--- src/rtl/nrzi_stuff_encoder.sv ---
// -----------------------------------------------------------------------------
// nrzi_stuff_encoder
//
// HS transmit back end: bit stuffing followed by NRZI encoding, with a
// valid/ready handshake towards the serializer. One unencoded bit is accepted
// per clock. After MAX_RUN consecutive accepted 1s, a 0 is inserted while
// din_ready is held low for one cycle. The resulting bit stream is NRZI-encoded
// (0 = toggle, 1 = hold) onto a registered line output.
//
// Optional feature (macro NRZI_STUFF_EOP_EN):
//   Adds the eop_req input and an EOP state. This state generates the HS EOP
//   pattern (raw 0 followed by seven 1s, never stuffed) and then returns the
//   line to IDLE_LEVEL.
//
// Parameters:
//   MAX_RUN    - number of consecutive accepted 1s that triggers a stuffed 0
//   IDLE_LEVEL - line level after reset, after flush and after an EOP
//   RUN_W      - width of the run counter (derived from MAX_RUN; leave alone)
//
// Ports:
//   clk        in   serial clock
//   rst        in   synchronous, active-high reset
//   din        in   unencoded data bit
//   din_valid  in   din is valid this cycle
//   din_ready  out  din is accepted this cycle (combinational)
//   stuff_en   in   enables bit stuffing (low = raw NRZI, for SYNC/EOP)
//   flush      in   end the packet and return the line to IDLE_LEVEL
//   eop_req    in   (NRZI_STUFF_EOP_EN only) start an HS EOP
//   dout       out  NRZI line level (registered)
//   dout_valid out  dout carries a data, stuff or EOP bit (registered)
// -----------------------------------------------------------------------------
module nrzi_stuff_encoder #(
    parameter int   MAX_RUN    = 6,
    parameter logic IDLE_LEVEL = 1'b1,
    parameter int   RUN_W      = $clog2(MAX_RUN + 1)
) (
    input  logic clk,
    input  logic rst,
    input  logic din,
    input  logic din_valid,
    output logic din_ready,
    input  logic stuff_en,
    input  logic flush,
`ifdef NRZI_STUFF_EOP_EN
    input  logic eop_req,
`endif
    output logic dout,
    output logic dout_valid
);

    localparam logic [RUN_W-1:0] RUN_MAX  = RUN_W'(MAX_RUN);
    localparam logic [RUN_W-1:0] RUN_ZERO = '0;
    localparam logic [RUN_W-1:0] RUN_ONE  = RUN_W'(1);

    typedef enum logic [1:0] {
        ST_IDLE  = 2'd0,
        ST_DATA  = 2'd1,
        ST_STUFF = 2'd2
`ifdef NRZI_STUFF_EOP_EN
        , ST_EOP = 2'd3
`endif
    } state_t;

    state_t           state_q, state_d;
    logic [RUN_W-1:0] run_q,   run_d;
    logic             dout_q,  dout_d;
    logic             dout_valid_q, dout_valid_d;

    logic             accept;
    logic             line_ref;
    logic [RUN_W-1:0] run_inc;

`ifdef NRZI_STUFF_EOP_EN
    // EOP bit index (0..7).
    logic [2:0] eop_cnt_q, eop_cnt_d;
    // Set for the single cycle after an EOP. In that cycle the line is
    // treated as already being at IDLE_LEVEL.
    logic       eop_done_q, eop_done_d;
`endif

    // -------------------------------------------------------------------------
    // Handshake
    // -------------------------------------------------------------------------
    // Ready is gated by flush and rst. This means that a bit offered during a
    // flush or a reset is never accepted, so it is never silently discarded.
`ifdef NRZI_STUFF_EOP_EN
    assign din_ready = (state_q != ST_STUFF) && (state_q != ST_EOP) && !flush && !rst;
`else
    assign din_ready = (state_q != ST_STUFF) && !flush && !rst;
`endif

    assign accept = din_valid && din_ready;

    // Level that the NRZI encoding of the current bit is relative to.
`ifdef NRZI_STUFF_EOP_EN
    assign line_ref = eop_done_q ? IDLE_LEVEL : dout_q;
`else
    assign line_ref = dout_q;
`endif

    // Saturating increment. With stuffing disabled, long runs of 1s (for
    // example SYNC/EOP pass-through) must not wrap the counter back into a
    // range that could trigger a spurious stuff later on.
    assign run_inc = (run_q == RUN_MAX) ? run_q : run_q + RUN_ONE;

    // -------------------------------------------------------------------------
    // Next-state / output logic
    // -------------------------------------------------------------------------
    // NOTE: every variable driven here gets a default first, so no path
    // leaves it unassigned and no latch is inferred.
    always_comb begin
        state_d      = state_q;
        run_d        = run_q;
        dout_d       = dout_q;
        dout_valid_d = 1'b0;
`ifdef NRZI_STUFF_EOP_EN
        eop_cnt_d    = eop_cnt_q;
        eop_done_d   = 1'b0;
`endif

        case (state_q)
            ST_STUFF: begin
                // The stuffed 0 is emitted whatever stuff_en is now. The
                // decision to stuff was taken at the triggering accept.
                dout_d       = ~dout_q;
                dout_valid_d = 1'b1;
                run_d        = RUN_ZERO;
                state_d      = ST_DATA;
            end

`ifdef NRZI_STUFF_EOP_EN
            ST_EOP: begin
                // Raw EOP pattern is 0 then seven 1s: toggle once, then hold.
                dout_d       = (eop_cnt_q == 3'd0) ? ~dout_q : dout_q;
                dout_valid_d = 1'b1;
                run_d        = RUN_ZERO;
                if (eop_cnt_q == 3'd7) begin
                    eop_cnt_d  = 3'd0;
                    eop_done_d = 1'b1;
                    state_d    = ST_IDLE;
                end else begin
                    eop_cnt_d = eop_cnt_q + 3'd1;
                end
            end
`endif

            default: begin
                // IDLE and DATA behave the same; a bubble holds the line and
                // keeps run/state so a run of 1s spans bubbles.
                dout_d = line_ref;
                if (accept) begin
                    dout_valid_d = 1'b1;
                    state_d      = ST_DATA;
                    if (!din) begin
                        dout_d = ~line_ref;
                        run_d  = RUN_ZERO;
                    end else begin
                        dout_d = line_ref;
                        run_d  = run_inc;
                        if (stuff_en && (run_inc == RUN_MAX)) begin
                            state_d = ST_STUFF;
                        end
                    end
                end
`ifdef NRZI_STUFF_EOP_EN
                // A bit accepted in the same cycle has already been encoded
                // above and goes out first. The EOP is never stuffed, so it
                // takes precedence over a stuff that the same bit would
                // otherwise trigger.
                if (eop_req) begin
                    state_d   = ST_EOP;
                    eop_cnt_d = 3'd0;
                    run_d     = RUN_ZERO;
                end
`endif
            end
        endcase

        // flush overrides everything, including a pending stuff or EOP.
        if (flush) begin
            state_d      = ST_IDLE;
            run_d        = RUN_ZERO;
            dout_d       = IDLE_LEVEL;
            dout_valid_d = 1'b0;
`ifdef NRZI_STUFF_EOP_EN
            eop_cnt_d    = 3'd0;
            eop_done_d   = 1'b0;
`endif
        end
    end

    // -------------------------------------------------------------------------
    // State registers
    // -------------------------------------------------------------------------
    // NOTE: sequential state uses non-blocking assignments, so all registers
    // sample their next values at the same edge, regardless of statement order.
    always_ff @(posedge clk) begin
        if (rst) begin
            state_q      <= ST_IDLE;
            run_q        <= RUN_ZERO;
            dout_q       <= IDLE_LEVEL;
            dout_valid_q <= 1'b0;
`ifdef NRZI_STUFF_EOP_EN
            eop_cnt_q    <= 3'd0;
            eop_done_q   <= 1'b0;
`endif
        end else begin
            state_q      <= state_d;
            run_q        <= run_d;
            dout_q       <= dout_d;
            dout_valid_q <= dout_valid_d;
`ifdef NRZI_STUFF_EOP_EN
            eop_cnt_q    <= eop_cnt_d;
            eop_done_q   <= eop_done_d;
`endif
        end
    end

    // Line outputs come straight from flops; din has no combinational path
    // to dout.
    assign dout       = dout_q;
    assign dout_valid = dout_valid_q;

endmodule

--- config.mk ---
export PLATFORM = sky130hd
export DESIGN_NAME = nrzi_stuff_encoder
export DESIGN_NICKNAME = d
export VERILOG_FILES = /design/src/rtl/nrzi_stuff_encoder.sv
export SDC_FILE = /design/constraint.sdc
export NUM_CORES = 1
export LEC_CHECK = 0
export BUFFER_PORTS_ARGS = -buffer_cell sky130_fd_sc_hd__buf_4
export CORE_AREA = 2 2 39 41
export CTS_CLUSTER_DIAMETER = 50
export DETAILED_ROUTE_END_ITERATION = 10
export DIE_AREA = 0 0 41 43
export SYNTH_ARGS = -nofsm -noshare
export SYNTH_HDL_FRONTEND = slang
export SYNTH_SLANG_ARGS = --single-unit
--- constraint.sdc ---
create_clock -name clk -period 3.7 [get_ports clk]
set_input_delay 0.185 -clock clk [delete_from_list [all_inputs] [get_ports clk]]
set_output_delay 0.185 -clock clk [all_outputs]
set_load 0.01 [all_outputs]
==> results.rst, run 1 <==
.. list-table::
   :header-rows: 1

   * - Metric
     - Value
   * - Run status
     - completed
   * - Vias per cell
     - roughly 5
   * - Max Clock Skew
     - 3.291 ps
   * - Peak fanout along the critical path
     - 5
   * - Net count after synthesis
     - 50
   * - Switching share of total power
     - 0.2317
   * - Iter 0 DRT Violations
     - 8
   * - Average wire per standard cell
     - 11.20 µm
   * - Total net switching power
     - between 0.00003 and 0.00004 W
   * - Tightest Pin Transition
     - between 200 and 300 ps
   * - Die outline width
     - approximately 41 µm
   * - Gate count after technology mapping
     - 42
   * - Endpoints failing hold
     - 0
   * - Pwr dens
     - 353.0 nW/µm²
   * - Post-DP HPWL
     - 626.5 µm
   * - Source of the critical timing path
     - run_q[0]
   * - Maximum ir drop on the vdd rail
     - 0.1144 mV
   * - Final hold slack
     - 190.1 ps
   * - Fraction of final layout cells with drive strength greater than 1
     - 0.2222
   * - Deepest clock path buffer count
     - 2
   * - Buffer count from post-CTS setup fixing
     - 0
   * - Endpoint class of the critical path
     - register
   * - # Max-Cap Violations
     - 0
   * - Proportion of power drawn by flip-flops and latches
     - 0.476
   * - Die Area
     - 1763 µm²
   * - Max transition margin
     - 0.8288
   * - Vias in the first global route
     - 299
   * - Number of top-level pins
     - 9
   * - Worst-path clk slew
     - around 50 ps
   * - Area growth from synthesis to layout
     - 29.51%
   * - Routed Antenna Nets
     - 0
   * - Final-report setup violation count
     - 0
   * - Unrepaired setup endpoints after global routing
     - false
   * - Via total after detailed routing
     - 343
   * - Post-route DRC
     - 0
   * - Mean post-synth cell area
     - 8.580 µm²
   * - Commonest non-fill, non-tap cells in the layout
     - 8 x buf_4, 7 x dfxtp_1, 4 x nand2_1, 4 x inv_1
   * - Final estimated routing congestion in global placement
     - between 0.8 and 0.9
   * - CP arrival
     - 1640 ps
   * - TritonCTS clock tree
     - yes
   * - First-pass GRT wire length
     - 1.124 mm
   * - Final wirelength
     - 784 µm
   * - Count of yosys warnings during synthesis
     - 0
   * - Max-slew violation count
     - 0
   * - Proportion of power drawn by combinational gates
     - 0.098
   * - Endpoint of the lowest-slack register-to-register path
     - state_q[0]
   * - Hold Startpoint
     - rst
   * - Total overflow reported by the global router
     - 0
   * - Power, Total
     - 0.0001647 W
   * - Number of diodes
     - 0
   * - Synthesized flop and latch total
     - 7
   * - Count of unique library cells instantiated by Yosys
     - 22
   * - CTS Sinks
     - 7
   * - Worst flop-to-flop path startpoint
     - run_q[0]
   * - Internal Pwr Total
     - 0.0001266 W
   * - Pre-CTS setup slack
     - 2206 ps
   * - Data required time of the critical path
     - 3840 ps
   * - Number of rows in the core area
     - 14
   * - Pin count of the biggest net entering global routing
     - 9
   * - Fmax
     - 665.0 MHz
   * - Post-layout net count
     - 63
   * - Clock buffers created by TritonCTS
     - 3
   * - Clock tree root driver cell
     - clkbuf_4
   * - Core region area
     - roughly 1400 µm²
   * - Later-pin clock latency in the skew report
     - 250 ps
   * - Initial cell density of the core
     - 0.2604
   * - Final clock period utilization by the worst path
     - 0.4064
   * - Kind of path behind the tightest hold check
     - input pin to register
   * - Final worst path period need
     - 1504 ps
   * - Utilization of the core after routing
     - 0.3373
   * - Min setup slack post-route
     - 2196 ps
   * - Pleak
     - around 0.20 nW
   * - H-tree levels
     - 1
   * - Worst hold path endpoint
     - dout
   * - CTS Hold Bufs
     - 0
   * - Cts repair resizes
     - 0
   * - Number of antenna violations at the first check in global routing
     - 0
   * - Total track usage
     - 0.1005
   * - Register area share after synthesis
     - 0.3889
   * - Count of input and output buffers
     - 8
   * - DRT Pass-1 Iters
     - 3
   * - Crit path launch type
     - register
   * - Hold path depth
     - 3
   * - Clock share of power
     - 0.427
   * - Die outline height
     - around 43 µm
   * - Setup slack, reg-to-reg
     - 2200 ps
   * - Summed instance area of the synthesized netlist
     - ~360 µm²
   * - Worst reg-to-reg path cell count
     - 5
   * - Type of the worst setup path
     - register to register
   * - Leading cell type in the layout, fill and taps excluded
     - buf_4
   * - Post-route setup TNS
     - 0 ps
[power by group through the flow]
stage | registers, W | clock network, W | logic, W
5_1_grt | 0.0000786 | 0.0000790 | 0.0000179
6_report | 0.0000784 | 0.0000703 | 0.0000161
3_3_place_gp | 0.0000799 | 0 | 0.0000160
2_1_floorplan | 0.0000802 | 0 | 0.00000647
4_1_cts | 0.0000783 | 0.0000744 | 0.0000163
3_5_place_dp | 0.0000799 | 0 | 0.0000162
[worst max-delay path, cell delays in order, from the launching register on]
cell,delay (ps)
dfxtp_1,380
inv_1,80
ha_1,240
a21boi_0,180
o2111ai_1,170
o311a_1,350
[routing by layer]
metal	GRT usage	routed length [µm]
met5	0	0
met4	0.08000	17
met3	0.03141	48
met2	0.1688	363
met1	0.09032	355
[registers in the layout (all words and copies together), names as in the netlist]
register	count
run_q	3
state_q	2
dout	1
dout_valid	1
[layout make-up]
class	instances	area [µm²]
clock buffers	4	26.28
fillers	169	917.1
flip-flops and latches	7	140.1
inverters	4	15.01
repair buffers	8	60.06
well taps	16	20.02
multi-input cells	31	205.2
[Yosys cell counts (all sizes together)]
library cell,instances,area [µm²]
dfxtp,7,140.1
inv,4,15.01
nand2,4,15.01
a21oi,3,15.01
a21boi,2,15.01
ha,2,25.02
nand4,2,12.51
nor2b,2,12.51
o2111ai,2,17.52
o21ai,2,10.01
and3,1,7.510
and3b,1,8.760
nand2b,1,6.260
nand3,1,5.000
nand3b,1,7.510
nor2,1,3.750
nor3,1,5.000
o211ai,1,7.510
o21a,1,7.510
o311a,1,10.01
o31ai,1,7.510
or3,1,6.260
[logic make-up after synthesis]
group / Yosys count / share of synthesized area
fa+ha+maj: 2 / 0.06943
buf+inv: 4 / 0.04165
compound gates: 13 / 0.2500
flops: 7 / 0.3889
simple gates: 16 / 0.2500
[stage by stage]
stage,cells,instance area [µm²]
4_1_cts,70,466.7
3_5_place_dp,66,440.4
3_3_place_gp,66,440.4
2_1_floorplan,42,360.3
6_report,70,466.7
5_1_grt,70,466.7
[worst max-delay path by stage]
stage            endpoint  slack, ps  cells after the start
6_report       state_q[0]       2200                      5
5_1_grt        state_q[0]       2120                      5
4_1_cts        state_q[0]       2190                      5
3_5_place_dp   state_q[0]       2210                      5
3_3_place_gp   state_q[0]       2240                      5
2_1_floorplan  state_q[0]       2320                      5
Power figures use the tool's default switching activity.
==> run 2, diff against run 1 <==
ABC_AREA = 1   (was default)
clock period = 1.25 ns   (was 3.7 ns; I/O delays follow)
==> results.rst, run 2 <==
.. list-table::
   :header-rows: 1

   * - Metric
     - Value
   * - Run status
     - completed
   * - Number of antenna violations at the first check in global routing
     - 0 (unchanged)
   * - Die Area
     - 1763 µm² (unchanged)
   * - Utilization of the core after routing
     - 0.3707 (+0.03345)
   * - Deepest clock path buffer count
     - 2 (unchanged)
   * - Worst-path clk slew
     - 50 ps (about the same)
   * - Vias per cell
     - 4.363 (-11%)
   * - Post-route setup TNS
     - 0 ps (unchanged)
   * - Fmax
     - 865.8 MHz (+30%)
   * - Most used DFF post-synth
     - dfxtp_1
   * - Worst reg-to-reg path cell count
     - 8 (+3)
   * - Count of input and output buffers
     - 8 (unchanged)
   * - Pin count of the biggest net entering global routing
     - 6 (-3)
   * - Die outline height
     - 43 µm (unchanged)
   * - Die outline width
     - 41 µm (unchanged)
   * - Most instantiated library cell after synthesis
     - nand2_1
   * - CTS Sinks
     - 7 (unchanged)
   * - Average wire per standard cell
     - 8.563 µm (-24%)
   * - Register area share after synthesis
     - 0.3478 (-0.04106)
   * - Synthesized flop and latch total
     - 7 (unchanged)
   * - Yosys top cell area share
     - 0.3478 (-0.04106)
   * - Final worst path period need
     - 1155 ps (-348.8 ps)
   * - Final wirelength
     - 685 µm (-13%)
   * - Endpoints failing hold
     - 0 (unchanged)
   * - Core region area
     - 1384 µm² (unchanged)
   * - Final hold slack
     - 54.11 ps (-136.0 ps)
   * - DRT Pass-1 Iters
     - 4 (+1)
   * - Final-report setup violation count
     - 0 (unchanged)
   * - CP arrival
     - 1340 ps (-300 ps)
   * - Clock buffers created by TritonCTS
     - 3 (unchanged)
   * - Maximum ir drop on the vdd rail
     - 0.2876 mV (+150%)
   * - Total overflow reported by the global router
     - 0 (unchanged)
   * - Commonest non-fill, non-tap cells in the layout
     - 13 x nand2_1, 9 x inv_1, 8 x buf_4, 6 x dfxtp_1
   * - CTS Hold Bufs
     - 0 (unchanged)
   * - Count of placed standard cells in the final layout, fillers left out
     - 80 (+14%)
   * - TritonCTS clock tree
     - yes
   * - Worst hold path endpoint
     - dout
   * - Pwr dens
     - 930.5 nW/µm² (+160%)
   * - First-pass GRT wire length
     - 1.055 mm (-6.1%)
   * - Crit path launch type
     - register
   * - Number of enable flip-flop cells after synthesis
     - 0 (unchanged)
   * - Max transition margin
     - 0.8827 (+0.05392)
   * - Type of the worst setup path
     - register to register
   * - Final clock period utilization by the worst path
     - 0.9239 (+0.5175)
   * - Data required time of the critical path
     - 1430 ps (-2410 ps)
   * - Later-pin clock latency in the skew report
     - 250 ps (about the same)
   * - Pleak
     - 0.2258 nW (+14%)
   * - Number of rows in the core area
     - 14 (unchanged)
   * - Max Clock Skew
     - 2.137 ps (-1.154 ps)
   * - Buffer count from post-CTS setup fixing
     - 0 (unchanged)
   * - Async set-reset flop share out of synthesis
     - 0 (unchanged)
   * - Clock tree root driver cell
     - clkbuf_4
   * - Hold Startpoint
     - rst
   * - Initial cell density of the core
     - 0.2911 (+0.03074)
   * - Most flop-heavy register
     - run_q
   * - Tightest Pin Transition
     - 175.5 ps (-80.35 ps)
   * - Largest registers
     - run_q (3), state_q (2)
   * - Final estimated routing congestion in global placement
     - 0.6641 (-18%)
   * - Number of diodes
     - 0 (unchanged)
   * - Grt met2 use
     - 0.1156 (-0.05313)
   * - Count of yosys warnings during synthesis
     - 0 (unchanged)
   * - Synth top area cells
     - dfxtp_1 35%, nand2_1 12%, inv_1 8.4%
   * - Setup slack, reg-to-reg
     - 100 ps (-2100 ps)
   * - Worst flop-to-flop path startpoint
     - run_q[0]
   * - Vias in the first global route
     - 286 (-4.3%)
   * - Peak fanout along the critical path
     - 4 (-1)
   * - Total track usage
     - 0.09256 (-0.007947)
   * - Fraction of final layout cells with drive strength greater than 1
     - 0.3438 (+0.1215)
   * - Leading cell types by count after synthesis
     - 13 x nand2_1, 9 x inv_1, 7 x dfxtp_1, 5 x a21oi_1, 5 x nand3_1
   * - Iter 0 DRT Violations
     - 8 (unchanged)
   * - # Max-Cap Violations
     - 0 (unchanged)
   * - Leading cell type in the layout, fill and taps excluded
     - nand2_1
   * - Unrepaired setup endpoints after global routing
     - false
   * - Max-slew violation count
     - 0 (unchanged)
   * - Cell count after placement
     - 76 (+15%)
   * - Gate count after technology mapping
     - 52 (+24%)
   * - Hold path depth
     - 3 (unchanged)
   * - Net count after synthesis
     - 60 (+20%)
   * - Mean post-synth cell area
     - 7.748 µm² (-9.7%)
   * - Flip-flop count of the largest register after layout
     - 3 (unchanged)
   * - Kind of path behind the tightest hold check
     - input pin to register
   * - Routed Antenna Nets
     - 0 (unchanged)
   * - Endpoint class of the critical path
     - register
   * - GR met3 Demand/Resource
     - 0.04712 (+0.01571)
   * - Busiest layer in global routing
     - met2
   * - Post-layout net count
     - 73 (+16%)
   * - Grt met1 use
     - 0.1100 (+0.01971)
   * - Post-route DRC
     - 0 (unchanged)
   * - Largest area contributor in the netlist
     - dfxtp_1
   * - Area growth from synthesis to layout
     - 27.33%
   * - Summed instance area of the synthesized netlist
     - 402.9 µm² (+12%)
   * - H-tree levels
     - 1 (unchanged)
   * - Number of top-level pins
     - 9 (unchanged)
   * - Endpoint of the lowest-slack register-to-register path
     - state_q[1]
   * - Count of unique library cells instantiated by Yosys
     - 16 (-27%)
   * - Via total after detailed routing
     - 349 (+1.7%)
## run 2: worst max path at each step
stage / slack, ps / start / cells after the start / to
final: 100 / run_q[0] / 8 / state_q[1]
after global routing: 9 / run_q[0] / 8 / state_q[1]
after CTS: 30 / run_q[0] / 7 / state_q[1]
after detailed placement: 50 / run_q[0] / 7 / state_q[1]
after global placement: 70 / run_q[0] / 7 / state_q[1]
after floorplan: 120 / run_q[0] / 7 / state_q[1]
## run 2: kinds of logic after synthesis
group,after synthesis,synth area share
buf+inv,9,0.08384
compound gates,7,0.1118
fa+ha+maj,2,0.06210
flops,7,0.3478
simple gates,27,0.3944
## run 2: layout make-up
type | instances | area (µm²)
Sequential cell | 7 | 141.4
Multi-Input combinational cell | 36 | 231.5
Timing Repair Buffer | 8 | 60.06
Inverter | 9 | 33.78
Clock buffer | 4 | 26.28
Tap cell | 16 | 20.02
Fill cell | 157 | 870.8
## run 2: what timing repair did
action / CTS / global route
resized for setup: 0 / 2
endpoints found under the hold margin: 0 / 0
endpoints found under the setup margin: 0 / 4
## run 2: routing by layer
| metal | wire length, µm | up-vias | share of wire |
|---|---|---|---|
| met5 | 0 | - | 0 |
| li1 | - | 190 | - |
| met4 | 5 | 0 | 0.0073 |
| met3 | 16 | 2 | 0.023 |
| met2 | 324 | 7 | 0.47 |
| met1 | 338 | 150 | 0.49 |
## run 2: worst max-delay path, cell delays in order (launching register included)
cell     delay (ps)
dfxtp_2         330
inv_1            70
ha_2            190
nand2_1          50
nand2_1          60
nand2_1          80
nor2_2          150
nand2_2          70
a21oi_2         100
## run 2: per-stage QoR
step                power [W]  worst slack (ps)  cell area (µm²)
finish              0.0004773             95.06            513.0
global route        0.0005000             8.570            513.0
CTS                 0.0004834             28.51            509.2
detailed placement  0.0002834             45.41            483.0
global placement    0.0002829             71.22            483.0
floorplan           0.0002575             121.1            402.9
## run 2: power breakdown
| part | internal [W] | leakage [nW] | switching [W] | total (W) |
|---|---|---|---|---|
| combinational | 0.0000228 | 0.153 | 0.0000260 | 0.0000488 |
| clock | 0.000121 | 0.0150 | 0.0000776 | 0.000199 |
| sequential | 0.000228 | 0.0573 | 0.00000175 | 0.000230 |
| total | 0.000372 | 0.226 | 0.000105 | 0.000477 |
